===== config.mk =====
export PLATFORM = sky130hd
export DESIGN_NAME = ogr_host_link
export DESIGN_NICKNAME = d
export VERILOG_FILES = /design/src/rtl/ogr_host_link_pkg.sv /design/src/rtl/ogr_result_fifo.sv /design/src/rtl/ogr_host_link.sv
export SDC_FILE = /design/constraint.sdc
export NUM_CORES = 1
export LEC_CHECK = 0
export CAP_MARGIN = 20
export CORE_MARGIN = 8
export CORE_UTILIZATION = 30
export DETAILED_ROUTE_END_ITERATION = 10
export GPL_ROUTABILITY_DRIVEN = 1
export SLEW_MARGIN = 10
export SYNTH_ARGS = -nofsm -noshare
export SYNTH_HDL_FRONTEND = slang
export SYNTH_SLANG_ARGS = --single-unit

===== constraint.sdc =====
create_clock -name clock -period 10.38 [get_ports clock]
set_clock_uncertainty 0.15 [all_clocks]
set_input_delay 1.038 -clock clock [delete_from_list [all_inputs] [get_ports clock]]
set_output_delay 1.038 -clock clock [all_outputs]
set_load 0.05 [all_outputs]

===== src/rtl/ogr_host_link_pkg.sv =====
// Shared definitions for the OGR host link: default geometry, FSM encodings, mark packing.
// The frame-checksum feature is selected by the OGR_FRAME_CHECKSUM_EN macro in ogr_host_link.
package ogr_host_link_pkg;

  localparam int unsigned DefNumMarks = 6;
  localparam int unsigned DefMarkW    = 9;

  localparam logic [1:0] StIdle  = 2'd0;
  localparam logic [1:0] StLoad  = 2'd1;
  localparam logic [1:0] StRun   = 2'd2;
  localparam logic [1:0] StDrain = 2'd3;

  // Position within the output frame while draining.
  localparam logic [1:0] PhHeader = 2'd0;
  localparam logic [1:0] PhData   = 2'd1;
  localparam logic [1:0] PhCsum   = 2'd2;

  // LSB of mark k in a packed ruler; m[0] sits in the MSBs.
  function automatic int unsigned mark_lo(int unsigned k, int unsigned num_marks,
                                          int unsigned mark_w);
    return (num_marks - 1 - k) * mark_w;
  endfunction

endpackage


===== src/rtl/ogr_result_fifo.sv =====
// Circular result buffer for the OGR host link; pointers wrap modulo Depth and an
// occupancy counter drives full/empty.
module ogr_result_fifo #(
  parameter int unsigned Width = 54,
  parameter int unsigned Depth = 8,
  localparam int unsigned PtrW   = (Depth > 1) ? $clog2(Depth) : 1,
  localparam int unsigned CountW = $clog2(Depth + 1)
) (
  input  logic              clock,
  input  logic              reset,
  input  logic              push,
  input  logic [Width-1:0]  push_data,
  input  logic              pop,
  output logic [Width-1:0]  pop_data,
  output logic              full,
  output logic              empty,
  output logic [CountW-1:0] count
);

  logic [Width-1:0]  mem [Depth];
  logic [PtrW-1:0]   wptr_q, rptr_q;
  logic [CountW-1:0] count_q;
  logic              do_push, do_pop;

  assign full     = (count_q == CountW'(Depth));
  assign empty    = (count_q == '0);
  assign count    = count_q;
  assign pop_data = mem[rptr_q];
  assign do_push  = push & ~full;
  assign do_pop   = pop & ~empty;

  always_ff @(posedge clock) begin
    if (do_push) begin
      mem[wptr_q] <= push_data;
    end
  end

  always_ff @(posedge clock) begin
    if (reset) begin
      wptr_q  <= '0;
      rptr_q  <= '0;
      count_q <= '0;
    end else begin
      if (do_push) begin
        wptr_q <= (wptr_q == PtrW'(Depth - 1)) ? '0 : wptr_q + 1'b1;
      end
      if (do_pop) begin
        rptr_q <= (rptr_q == PtrW'(Depth - 1)) ? '0 : rptr_q + 1'b1;
      end
      if (do_push && !do_pop) begin
        count_q <= count_q + 1'b1;
      end else if (do_pop && !do_push) begin
        count_q <= count_q - 1'b1;
      end
    end
  end

endmodule


===== src/rtl/ogr_host_link.sv =====
// Host-side companion to the Golomb ruler search: seed load, run control, result buffering
// and framed dump. Define OGR_FRAME_CHECKSUM_EN to append an XOR checksum word to each frame.
module ogr_host_link
  import ogr_host_link_pkg::*;
#(
  parameter int unsigned NUM_MARKS    = DefNumMarks,
  parameter int unsigned MARK_W       = DefMarkW,
  parameter int unsigned RESULT_DEPTH = 8,
  parameter int unsigned CNT_W        = 8
) (
  input  logic                        clock,
  input  logic                        reset,
  input  logic                        cmd_valid,
  output logic                        cmd_ready,
  input  logic [MARK_W-1:0]           cmd_data,
  output logic [NUM_MARKS*MARK_W-1:0] firstvalues,
  output logic                        search_reset,
  input  logic [NUM_MARKS*MARK_W-1:0] ruler_marks,
  input  logic                        ruler_found,
  input  logic                        search_done,
  output logic                        out_valid,
  input  logic                        out_ready,
  output logic [MARK_W-1:0]           out_data,
  output logic                        out_last,
  output logic [CNT_W-1:0]            num_results_observed,
  output logic                        overflow,
  output logic                        busy
);

  localparam int unsigned FvW    = NUM_MARKS * MARK_W;
  localparam int unsigned IdxW   = (NUM_MARKS > 1) ? $clog2(NUM_MARKS) : 1;
  localparam int unsigned CountW = $clog2(RESULT_DEPTH + 1);

`ifdef OGR_FRAME_CHECKSUM_EN
  localparam bit CsumEn = 1'b1;
`else
  localparam bit CsumEn = 1'b0;
`endif

  if (RESULT_DEPTH >= (2 ** MARK_W)) begin : gen_depth_check
    $error("RESULT_DEPTH must be below 2**MARK_W so the header count fits in one word");
  end

  logic [1:0]        state_q, state_d, phase_q, phase_d;
  logic [IdxW-1:0]   idx_q, idx_d;
  logic [MARK_W-1:0] csum_q, csum_d;
  logic [CNT_W-1:0]  obs_q, obs_d;
  logic              ovf_q, ovf_d;
  logic [MARK_W-1:0] fv_q [NUM_MARKS];
  logic [MARK_W-1:0] fv_d [NUM_MARKS];
  logic [MARK_W-1:0] res_marks [NUM_MARKS];

  logic              push, pop, fifo_full, fifo_empty;
  logic [CountW-1:0] fifo_count;
  logic [FvW-1:0]    fifo_rdata;
  logic              idx_last, one_left, last;
  logic [MARK_W-1:0] word;

  ogr_result_fifo #(
    .Width (FvW),
    .Depth (RESULT_DEPTH)
  ) u_fifo (
    .clock     (clock),
    .reset     (reset),
    .push      (push),
    .push_data (ruler_marks),
    .pop       (pop),
    .pop_data  (fifo_rdata),
    .full      (fifo_full),
    .empty     (fifo_empty),
    .count     (fifo_count)
  );

  for (genvar g = 0; g < NUM_MARKS; g++) begin : gen_marks
    assign firstvalues[mark_lo(g, NUM_MARKS, MARK_W) +: MARK_W] = fv_q[g];
    assign res_marks[g] = fifo_rdata[mark_lo(g, NUM_MARKS, MARK_W) +: MARK_W];
  end

  assign idx_last = (idx_q == IdxW'(NUM_MARKS - 1));
  assign one_left = (fifo_count == CountW'(1));
  assign push     = (state_q == StRun) && ruler_found && !fifo_full;
  // The head result is retired once its final mark is handed to the host.
  assign pop      = (state_q == StDrain) && out_ready && (phase_q == PhData) && idx_last;

  assign cmd_ready            = (state_q == StLoad);
  assign search_reset         = (state_q != StRun);
  assign busy                 = (state_q != StIdle);
  assign out_valid            = (state_q == StDrain);
  assign out_data             = word;
  assign out_last             = last;
  assign num_results_observed = obs_q;
  assign overflow             = ovf_q;

  always_comb begin
    word = '0;
    last = 1'b0;
    if (state_q == StDrain) begin
      unique case (phase_q)
        PhHeader: begin
          word = MARK_W'(fifo_count);
          last = fifo_empty & ~CsumEn;
        end
        PhData: begin
          word = res_marks[idx_q];
          last = idx_last & one_left & ~CsumEn;
        end
        default: begin
          word = csum_q;
          last = 1'b1;
        end
      endcase
    end
  end

  always_comb begin
    state_d = state_q;
    phase_d = phase_q;
    idx_d   = idx_q;
    csum_d  = csum_q;
    obs_d   = obs_q;
    ovf_d   = ovf_q;
    fv_d    = fv_q;
    unique case (state_q)
      StIdle: begin
        state_d = StLoad;
        idx_d   = '0;
        obs_d   = '0;
        ovf_d   = 1'b0;
      end
      StLoad: begin
        if (cmd_valid) begin
          fv_d[idx_q] = cmd_data;
          if (idx_last) begin
            idx_d   = '0;
            state_d = StRun;
          end else begin
            idx_d = idx_q + 1'b1;
          end
        end
      end
      StRun: begin
        if (ruler_found) begin
          if (obs_q != '1) obs_d = obs_q + 1'b1;
          if (fifo_full) ovf_d = 1'b1;
        end
        if (search_done) begin
          state_d = StDrain;
          phase_d = PhHeader;
          idx_d   = '0;
          csum_d  = '0;
        end
      end
      StDrain: begin
        if (out_ready) begin
          csum_d = csum_q ^ word;
          if (last) begin
            state_d = StIdle;
            phase_d = PhHeader;
            idx_d   = '0;
          end else begin
            unique case (phase_q)
              PhHeader: phase_d = fifo_empty ? PhCsum : PhData;
              PhData: begin
                if (idx_last) begin
                  idx_d = '0;
                  if (one_left) phase_d = PhCsum;
                end else begin
                  idx_d = idx_q + 1'b1;
                end
              end
              default: ;
            endcase
          end
        end
      end
      default: state_d = StIdle;
    endcase
  end

  always_ff @(posedge clock) begin
    if (reset) begin
      state_q <= StIdle;
      phase_q <= PhHeader;
      idx_q   <= '0;
      csum_q  <= '0;
      obs_q   <= '0;
      ovf_q   <= 1'b0;
      fv_q    <= '{default: '0};
    end else begin
      state_q <= state_d;
      phase_q <= phase_d;
      idx_q   <= idx_d;
      csum_q  <= csum_d;
      obs_q   <= obs_d;
      ovf_q   <= ovf_d;
      fv_q    <= fv_d;
    end
  end

endmodule


==> impl_results.md, run 1 <==
- Status: complete, no violations
- # Post-CTS Setup Buffers: 0
- Seq/Total Area, Yosys: around 71%
- HP Class: flip-flop to flip-flop
- Setup-failing EPs final: 0
- Syn Area/Cell: between 15 and 20 sq um
- Post-CTS sizing: 0
- RSZ-0062 raised after global routing: no
- Port Buffers: between 100 and 150
- First-pass GRT wire length: 76,900 um
- Clock network power share: 39.3%
- Synth cell count leaders: 432 x edfxtp_1, 120 x mux2i_1, 92 x dfxtp_1
- Fin Setup TNS: 0 ns
- Setup slack, reg-to-reg: ~6.6 ns
- Worst Max-Slew Pin Slew: 1.04 ns
- Hold bufs inserted after CTS: 0
- Clk_lat worst skew: between 0.6 and 0.7 ns
- First-iteration detailed-routing DRC count: roughly 950
- Post-Layout Cell Count: roughly 2,400
- Clk slew on worst S/H paths: approximately 0.060 ns
- Layout cell share with drive strength beyond 1: between 10% and 20%
- Synth Warn #: 0
- Reg2Reg Launch Point: u_fifo.count[0]$_SDFFE_PP0P_
- FF-to-FF path depth: 8
- Initial antenna violation count: 6
- Hold path start: firstvalues[3]$_SDFFE_PP0P_
- Maximum Capacitance Violations: 0
- Period utilization: a little under three fifths
- Synth Cell Area: about 21,000 sq um
- Hold Violations, Final: 0
- CP endpoint kind: output port
- Final net count: roughly 1,500
- IO Pins: between 100 and 150
- #FFs+latches synth: between 500 and 600
- Number of enable flip-flop cells after synthesis: about 430
- Post-Syn Nets: between 1,000 and 1,500
- Residual DRC: 0
- Top-area cell type share of the netlist area: between 60% and 70%
- DIE AREA: 78,500 sq um
- Clock period minus worst slack: 5.96 ns
- Post-synthesis cell type count: 72
- Leakage power: 0.00768 uW
- Total gr overflow: 0
- Post-placement cell count: approximately 2,300
- Worst Setup EP: out_data[4]
- Peak supply drop: 0.135 mV
- Int Power: 3610 uW
- Vias in the first global route: approximately 12,000
- Critical path launch point type: flip-flop
- GP Congestion: 0.767
- Row count: between 90 and 100
- Hpwl dp: 31,900 um
- Sequential share of power: 48.8%
- Inserted Clock Buffers: 54
- Top-count cell post-synth: edfxtp_1
- CP Class: flip-flop to output port
- Top FF cell, synth: edfxtp_1
- Synth area leaders: edfxtp_1 62%, dfxtp_1 8.8%, mux4_2 6.1%, mux2i_1 5.7%, nor2_1 1.6%
- Largest net degree at the start of global routing: 77
- Syn Inst Count: between 1,000 and 1,500
- Vias per Instance: approximately 5
- Die width: between 200 and 300 um
- Die Span Y: about 280 um
- GRT busiest layer: met2
- Core area: just under 70,000 sq um
- Pwr dens: between 150 and 200 nW/um^2
- Req. time, crit path: around 9 ns
- CP max FO: 43
- Vias: between 10,000 and 15,000
- Clk root buf: clkbuf_16
- DR pass1 iterations: 5
- Met3 GRT Util: under 10%
- Starting Density: between 30% and 40%
- TritonCTS clock tree: yes
- Final Slew Violations: 0
- Met1 usage: around 17%
- Net Sw Frac: approximately a quarter
- Post-DRT Antenna Nets: 0
- Met2 usage: 20.5%
- Area grow syn2layout: 20.1%
- TritonCTS Sinks: 524
- Overall routing resource usage: approximately an eighth
- Synth area leader: edfxtp_1
- Worst slew margin: 30.0%
- Clock Tree Buf Depth: 3
- CTS H-Tree Depth: 2
- WL per Instance: approximately 21 um
- Sw Pwr: between 1000 and 1500 uW
- Asr flop ratio synth: 0%
- Comb power frac: 11.9%
- Reg2Reg Capture Point: u_fifo.mem[1][35]$_DFFE_PP_
- Drt total wl: ~52,000 um
- Max Fclk: roughly 170 MHz
- Worst EP arrival: between 4 and 5 ns
cell families (layout without fill, tap and decap cells):
family | count (synthesis) | count (layout) | share of synthesized area (%)
fa+ha+maj | 14 | 14 | 0.836
buf+inv | 81 | 283 | 2.31
xor+xnor | 10 | 10 | 0.418
mux | 193 | 193 | 13.5
simple gates | 285 | 285 | 6.50
compound gates | 171 | 171 | 5.68
other cells | 0 | 1 | 0
flops | 524 | 524 | 70.7
how the worst min path moves through the flow:
stage          cells after the start  slack [ns]                           to
2_1_floorplan                      2        0.29       csum_q[0]$_SDFFE_PP0P_
3_3_place_gp                       2        0.30  firstvalues[7]$_SDFFE_PP0P_
3_5_place_dp                       2        0.30  firstvalues[3]$_SDFFE_PP0P_
4_1_cts                            2        0.31  firstvalues[3]$_SDFFE_PP0P_
5_1_grt                            2        0.33  firstvalues[4]$_SDFFE_PP0P_
6_report                           2        0.31  firstvalues[3]$_SDFFE_PP0P_
per-layer routing:
metal / vias to the layer above / routed length, um
met2: 383 / 24000
met5: - / 37
met1: 5988 / 23100
met4: 6 / 1030
met3: 75 / 3950
li1: 5345 / -
cells in the final DEF (no fill, tap or decap), drive strengths merged, types with 5 or more instances in the layout:
| cell type | count |
|---|---|
| nand3 | 20 |
| o21ai | 18 |
| inv | 17 |
| dfxtp | 92 |
| clkinv | 19 |
| mux2i | 120 |
| a211oi | 9 |
| clkbuf | 72 |
| nor2b | 7 |
| o22ai | 6 |
| nand2b | 10 |
| buf | 20 |
| mux2 | 5 |
| nor2 | 89 |
| nand4 | 6 |
| mux4 | 68 |
| clkinvlp | 6 |
| o211ai | 6 |
| ha | 14 |
| clkdlybuf4s50 | 144 |
| nor3 | 25 |
| a21oi | 43 |
| a221oi | 7 |
| o31ai | 8 |
| edfxtp | 432 |
| nand2 | 83 |
| xor2 | 6 |
| a22oi | 39 |
stage by stage:
step | setup WS, ns | total power, uW | utilization, % | hold WS (ns) | area, sq um
after floorplan | 2.93 | 2760 | - | 0.293 | 20900
final | 4.42 | 4840 | 36.2 | 0.307 | 25100
after global placement | 4.94 | 2970 | 33.6 | 0.299 | 23300
after global routing | 4.10 | 5020 | 36.2 | 0.334 | 25100
after CTS | 4.27 | 4890 | 36.1 | 0.308 | 25100
after detailed placement | 4.93 | 2980 | 33.6 | 0.300 | 23400
flip-flops by register name, summed over array words and instances (netlist names), 2 cells and up, named ones only:
register              flops
u_fifo.wptr_q             3
num_results_observed      8
idx_q                     3
u_fifo.mem              432
state_q                   2
csum_q                    9
phase_q                   2
firstvalues              54
u_fifo.rptr_q             3
u_fifo.count              4
worst max-delay path, cell delays in order (launching register included):
cell and delay (ns):
dfxtp_4 0.83, buf_4 0.72, mux4_1 0.39, nand2_1 0.06
and3_1 0.22, a2111oi_0 0.67, o31ai_1 0.13, a21oi_1 0.16
clkdlybuf4s50_1 0.92
cell type report:
type | instances | area [sq um]
antenna | 1 | 2.50
clock buffer | 72 | 1450
clock inverter | 30 | 323
fill | 6472 | 44400
inverter | 16 | 60.1
multi-input combinational | 673 | 5710
sequential | 524 | 14800
tap | 940 | 1180
timing repair buffer | 165 | 1610
power groups by stage:
stage          logic [uW]  clock network (uW)  registers [uW]
5_1_grt               626                2030            2370
2_1_floorplan         332                   0            2430
3_3_place_gp          563                   0            2400
6_report              574                1900            2360
4_1_cts               577                1950            2360
3_5_place_dp          575                   0            2410
(Power assumes the default switching activity.)
==> run 2: changes to the inputs <==
Clock period 10.38 ns to 4.85 ns, I/O delays scaled along.
==> impl_results.md, run 2 (synthesized netlist as in run 1, its figures left out) <==
- Min Hold Slack: 0.0782 ns (was 0.307 ns)
- Clock Tree Buf Depth: 3 (unchanged)
- Setup slack, reg-to-reg: 1.41 ns (was 6.64 ns)
- Clk root buf: clkbuf_16 (unchanged)
- Int Power: 7940 uW (was 3610 uW)
- Leakage power: 0.00779 uW (was 0.00768 uW)
- Worst Max-Slew Pin Slew: 1.06 ns (was 1.04 ns)
- First-pass GRT wire length: 77,200 um (was 76,900 um)
- Met2 usage: 21.0% (was 20.5%)
- Critical path launch point type: flip-flop (unchanged)
- GRT busiest layer: met2 (unchanged)
- Largest net degree at the start of global routing: 70 (was 77)
- Core area: 69,500 sq um (unchanged)
- Sw Pwr: 2590 uW (was 1230 uW)
- Hold Violations, Final: 0 (unchanged)
- Vias in the first global route: 12,000 (was 11,900)
- Die width: 280 um (unchanged)
- WL per Instance: 21.6 um (was 21.5 um)
- Total gr overflow: 0 (unchanged)
- Max reg flops: 432 (unchanged)
- Post-DRT Antenna Nets: 0 (unchanged)
- Die Span Y: 280 um (unchanged)
- TritonCTS Sinks: 524 (unchanged)
- Status: complete, no violations (unchanged)
- Reg2Reg Capture Point: csum_q[8]$_SDFFE_PP0P_ (was u_fifo.mem[1][35]$_DFFE_PP_)
- FF-to-FF path depth: 7 (was 8)
- Min-Delay Endpoint: u_fifo.count[0]$_SDFFE_PP0P_ (was firstvalues[3]$_SDFFE_PP0P_)
- Req. time, crit path: 4.22 ns (was 9.19 ns)
- First-iteration detailed-routing DRC count: 850 (was 953)
- Overall routing resource usage: 12.9% (was 12.8%)
- Peak supply drop: 0.322 mV (was 0.135 mV)
- Net Sw Frac: 24.6% (was 25.4%)
- CTS H-Tree Depth: 2 (unchanged)
- Inserted Clock Buffers: 53 (was 54)
- Port Buffers: 145 (unchanged)
- Post-Layout Cell Count: 2,429 (was 2,421)
- Clk_lat worst skew: 0.60 ns (was 0.61 ns)
- Pre-CTS setup slack: 0.590 ns (was 4.93 ns)
- Vias: 11,900 (was 11,800)
- Design Area, Final: 25,400 sq um (was 25,100 sq um)
- Area grow syn2layout: 21.2% (was 20.1%)
- Hpwl dp: 33,100 um (was 31,900 um)
- Post-placement cell count: 2,328 (was 2,317)
- Final net count: 1,527 (was 1,517)
- Row count: 97 (unchanged)
- Hold path start: reset (was firstvalues[3]$_SDFFE_PP0P_)
- Period utilization: around 97%
- Clock network power share: 40.2% (was 39.3%)
- Placement-stage cell area: 23,500 sq um (was 23,400 sq um)
- Final Slew Violations: 0 (unchanged)
- Hold bufs inserted after CTS: 0 (unchanged)
- Setup-failing EPs final: 0 (unchanged)
- CP Class: flip-flop to output port (unchanged)
- Initial antenna violation count: 13 (was 6)
- Vias per Instance: 4.88 (was 4.87)
- Met1 usage: 16.8% (was 17.3%)
- Worst Setup Slack, final: 0.158 ns (was 4.42 ns)
- Residual DRC: 0 (unchanged)
- HP Class: primary input to flip-flop (was flip-flop to flip-flop)
- Most common cell after layout, fill and taps aside: edfxtp_1 (unchanged)
- Sequential share of power: 48.2% (was 48.8%)
- Maximum Capacitance Violations: 0 (unchanged)
- DR pass1 iterations: 6 (was 5)
- Clk slew on worst S/H paths: 0.06 ns (about the same)
- CP max FO: 26 (was 43)
- Comb power frac: 11.6% (was 11.9%)
- Hold depth: 2 (unchanged)
- Drt total wl: 52,500 um (was 52,000 um)
- Met3 GRT Util: 3.78% (was 3.13%)
- Max Fclk: roughly 210 MHz
- Layout cell share with drive strength beyond 1: 13.8% (was 13.1%)
- GP Congestion: 0.780 (was 0.767)
- Starting Density: 30.1% (unchanged)
- CP endpoint kind: output port (unchanged)
- DIE AREA: 78,500 sq um (unchanged)
- Clock period minus worst slack: 4.69 ns
- Pwr dens: 415 nW/um^2 (was 192 nW/um^2)
- Worst EP arrival: 4.06 ns (was 4.77 ns)
- Top register by number of flip-flops: u_fifo.mem (unchanged)
- IO Pins: 146 (unchanged)
- TritonCTS clock tree: yes (unchanged)
- RSZ-0062 raised after global routing: no (unchanged)
- Most frequent cells in the layout: 432 x edfxtp_1, 142 x clkdlybuf4s50_1, 120 x mux2i_1 (was 432 x edfxtp_1, 144 x clkdlybuf4s50_1, 120 x mux2i_1)
- Worst slew margin: 29.4% (was 30.0%)
## run 2: worst max-delay path by stage
stage | end | slack (ns)
2_1_floorplan | u_fifo.mem[2][0]$_DFFE_PP_ | -0.90
3_3_place_gp | out_data[4] | 0.62
3_5_place_dp | out_data[4] | 0.59
4_1_cts | out_data[7] | 0.1
5_1_grt | out_data[7] | 0.03
6_report | out_data[2] | 0.16
## run 2: power by group through the flow
stage / logic (uW) / registers [uW] / clock network, uW
finish: 1220 / 5080 / 4230
global route: 1310 / 5090 / 4500
CTS: 1220 / 5070 / 4330
detailed placement: 1220 / 5170 / 0
global placement: 1190 / 5160 / 0
floorplan: 711 / 5190 / 0
## run 2: per-layer routing
| metal | up-vias | wire (um) |
|---|---|---|
| li1 | 5375 | - |
| met1 | 5963 | 22200 |
| met2 | 416 | 24400 |
| met3 | 92 | 4670 |
| met4 | 18 | 1100 |
| met5 | - | 107 |
## run 2: area by class of cell
| cell class | count | area (sq um) |
|---|---|---|
| timing repair buffer | 176 | 1760 |
| inverter | 16 | 60.1 |
| fill | 6477 | 44200 |
| sequential | 524 | 14800 |
| antenna | 2 | 5.00 |
| multi-input combinational | 673 | 5720 |
| clock inverter | 33 | 429 |
| tap | 940 | 1180 |
| clock buffer | 65 | 1400 |
## run 2: through the flow
stage               TNS [ns]  util [%]  power [uW]
finish                     0      36.5       10500
global route               0      36.5       10900
CTS                        0      36.5       10600
detailed placement         0      33.8        6380
global placement           0      33.8        6360
floorplan            -149.06         -        5900
## run 2: timing repair
action	4_1_cts	5_1_grt
gates resized for setup	1	0
endpoints found under the hold margin	0	0
setup buffers	0	1
cloned	0	0
endpoints found under the setup margin	1	1
## run 2: critical path, stage by stage (launching register included)
cell and delay (ns):
dfxtp_2 0.74, inv_1 0.52, nor3_1 0.41, a22oi_1 0.15
a41o_1 0.33, a211oi_1 0.38, clkdlybuf4s50_1 0.91
==> run 3: changes to the inputs <==
--- a/config.mk
+++ b/config.mk
@@ -9,4 +9,5 @@
 export CORE_MARGIN = 8
 export CORE_UTILIZATION = 30
+export CTS_CLUSTER_SIZE = 24
 export DETAILED_ROUTE_END_ITERATION = 10
 export GPL_ROUTABILITY_DRIVEN = 1
==> constraint.sdc (replaced) <==
create_clock -name clock -period 4.85 [get_ports clock]
set_clock_uncertainty 0.15 [all_clocks]
set_input_delay 0.7275 -clock clock [delete_from_list [all_inputs] [get_ports clock]]
set_output_delay 0.7275 -clock clock [all_outputs]
set_load 0.05 [all_outputs]
==> impl_results.md, run 3 (synthesized netlist as in run 1, its figures left out) <==
- Status: complete, no violations (unchanged)
- DIE AREA: 78,500 sq um (unchanged)
- Min-Delay Endpoint: firstvalues[4]$_SDFFE_PP0P_ (was u_fifo.count[0]$_SDFFE_PP0P_)
- Worst EP arrival: 3.80 ns (was 4.06 ns)
- Total power: 10,300 uW (was 10,500 uW)
- Critical path launch point type: flip-flop (unchanged)
- Largest net degree at the start of global routing: 60 (was 70)
- RSZ-0062 raised after global routing: no (unchanged)
- Die width: 280 um (unchanged)
- Pwr dens: 404 nW/um^2 (was 415 nW/um^2)
- TritonCTS Sinks: 524 (unchanged)
- CTS H-Tree Depth: 2 (unchanged)
- Clock period minus worst slack: 4.67 ns (was 4.69 ns)
- Min Hold Slack: 0.316 ns (was 0.0782 ns)
- Vias: 12,000 (was 11,900)
- CP Class: flip-flop to output port (unchanged)
- Maximum Capacitance Violations: 0 (unchanged)
- HP Class: flip-flop to flip-flop (was primary input to flip-flop)
- Residual DRC: 0 (unchanged)
- Worst-path cell chain: and3_1, a22oi_1, a41oi_1, nor2_1, nor3_1, clkdlybuf4s50_1 (was inv_1, nor3_1, a22oi_1, a41o_1, a211oi_1, clkdlybuf4s50_1)
- Final net count: 1,541 (was 1,527)
- Worst Max-Slew Pin Slew: 1.09 ns (was 1.06 ns)
- CP endpoint kind: output port (unchanged)
- Clk slew on worst S/H paths: 0.06 ns (about the same)
- Worst slew margin: 27.2% (was 29.4%)
- Core area: 69,500 sq um (unchanged)
- Clk root buf: clkbuf_16 (unchanged)
- Area grow syn2layout: 21.3% (was 21.2%)
- Vias per Instance: 4.92 (was 4.88)
- CP delay by family, top: flip-flops (was buffers and inverters)
- First-pass GRT wire length: 78,200 um (was 77,200 um)
- WL per Instance: 21.7 um (was 21.6 um)
- Hold depth: 2 (unchanged)
- Clock Tree Buf Depth: 3 (unchanged)
- Max Fclk: 214 MHz (was 213 MHz)
- Req. time, crit path: 3.97 ns (was 4.22 ns)
- Most common cell after layout, fill and taps aside: edfxtp_1 (unchanged)
- Peak supply drop: 0.281 mV (was 0.322 mV)
- Overall routing resource usage: 13.1% (was 12.9%)
- Final Slew Violations: 0 (unchanged)
- Most frequent cells in the layout: 432 x edfxtp_1, 137 x clkdlybuf4s50_1, 120 x mux2i_1 (was 432 x edfxtp_1, 142 x clkdlybuf4s50_1, 120 x mux2i_1)
- TritonCTS clock tree: yes (unchanged)
- Clk_lat worst skew: 0.60 ns (about the same)
- Leakage power: 0.00786 uW (was 0.00779 uW)
- Setup slack, reg-to-reg: 1.43 ns (was 1.41 ns)
- Layout cell share with drive strength beyond 1: 14.4% (was 13.8%)
- Drt total wl: 53,000 um (was 52,500 um)
- Hpwl dp: 33,400 um (was 33,100 um)
- DR pass1 iterations: 7 (was 6)
- Period utilization: 96.4% (was 96.7%)
- Total gr overflow: 0 (unchanged)
- Hold Violations, Final: 0 (unchanged)
- CP Depth: 6 (unchanged)
- Fin util: 36.5% (about the same)
- Pre-CTS setup slack: 0.577 ns (was 0.590 ns)
- Hold bufs inserted after CTS: 0 (unchanged)
- Inserted Clock Buffers: 55 (was 53)
- CP max FO: 27 (was 26)
- Port Buffers: 145 (unchanged)
- Setup-failing EPs final: 0 (unchanged)
- Hold path start: firstvalues[4]$_SDFFE_PP0P_ (was reset)
- Worst Setup Slack, final: 0.175 ns (was 0.158 ns)
- Row count: 97 (unchanged)
- Post-DRT Antenna Nets: 0 (unchanged)
- FF-to-FF path depth: 8 (was 7)
- Buf/Inv on CP: 1 (was 2)
- Reg2Reg Launch Point: idx_q[1]$_SDFFE_PP0P_
- Top register by number of flip-flops: u_fifo.mem (unchanged)
- GP Congestion: 0.774 (was 0.780)
- First-iteration detailed-routing DRC count: 1,224 (was 850)
- Initial antenna violation count: 10 (was 13)
- Die Span Y: 280 um (unchanged)
- Slowest Stage Delay on Critical Path: 1.02 ns (was 0.91 ns)
- Reg2Reg Capture Point: u_fifo.count[3]$_SDFFE_PP0P_ (was csum_q[8]$_SDFFE_PP0P_)
- Slowest stage cell, crit path: dfxtp_1 (was clkdlybuf4s50_1)
- Max reg flops: 432 (unchanged)
- IO Pins: 146 (unchanged)
- Vias in the first global route: 12,200 (was 12,000)
- Fin Setup TNS: 0 ns (unchanged)
- Starting Density: 30.1% (unchanged)
## run 3: changes by cell type in the layout (fill, tap and decap cells not counted), moves of 3 or more
cell | previous run | this run
clkinv_4 | 3 | 0
clkinv_2 | 10 | 14
buf_4 | 26 | 36
clkbuf_1 | 9 | 12
clkinv_1 | 5 | 9
bufinv_16 | 9 | 3
buf_12 | 7 | 12
clkdlybuf4s50_1 | 142 | 137
## run 3: power breakdown
group | internal (uW) | leakage (uW) | switching [uW] | total, uW
Combinational | 432 | 0.00239 | 806 | 1240
Clock | 2290 | 0.000843 | 1680 | 3960
Sequential | 4980 | 0.00463 | 81.2 | 5060
## run 3: how the worst max path moves through the flow
stage | slack (ns) | endpoint | start
2_1_floorplan | -0.90 | u_fifo.mem[2][0]$_DFFE_PP_ | u_fifo.count[0]$_SDFFE_PP0P_
3_3_place_gp | 0.61 | out_data[1] | flip-flop
3_5_place_dp | 0.58 | out_data[1] | flip-flop
4_1_cts | 0.07 | out_data[7] | flip-flop
5_1_grt | 0.06 | out_data[1] | idx_q[1]$_SDFFE_PP0P_
6_report | 0.18 | out_data[1] | idx_q[1]$_SDFFE_PP0P_
## run 3: cell type report
| cell class | count | area (sq um) |
|---|---|---|
| Clock buffer | 71 | 1470 |
| Antenna cell | 4 | 10.0 |
| Timing Repair Buffer | 188 | 1910 |
| Multi-Input combinational cell | 673 | 5730 |
| Sequential cell | 524 | 14800 |
| Clock inverter | 28 | 223 |
| Fill cell | 6470 | 44100 |
| Tap cell | 940 | 1180 |
| Inverter | 16 | 63.8 |
## run 3: layer usage
layer / GRT usage, % / part of all wire [%] / up-vias
li1: - / - / 5404
met1: 17.6 / 44 / 6131
met2: 20.6 / 45 / 392
met3: 3.73 / 8.6 / 93
met4: 3.62 / 2.1 / 14
met5: 0 / 0.16 / -
## run 3: per-stage QoR
step           area [sq um]  instances
2_1_floorplan         21000       1278
3_3_place_gp          23600       2337
3_5_place_dp          23600       2337
4_1_cts               25300       2437
5_1_grt               25400       2441
6_report              25400       2444
## run 3: repair_timing
action / in CTS / in global routing
buffers inserted: 1 / 3
gates resized for setup: 0 / 4
setup endpoints to repair: 1 / 4
## run 3: worst reg2reg max path: stages (launching register included)
cell      delay (ns)
dfxtp_1         0.65
nand3b_1        0.58
a211oi_1        0.64
inv_1           0.17
ha_1            0.31
or4_1           0.41
a21oi_1         0.19
xnor2_1         0.13
nor2_1          0.05
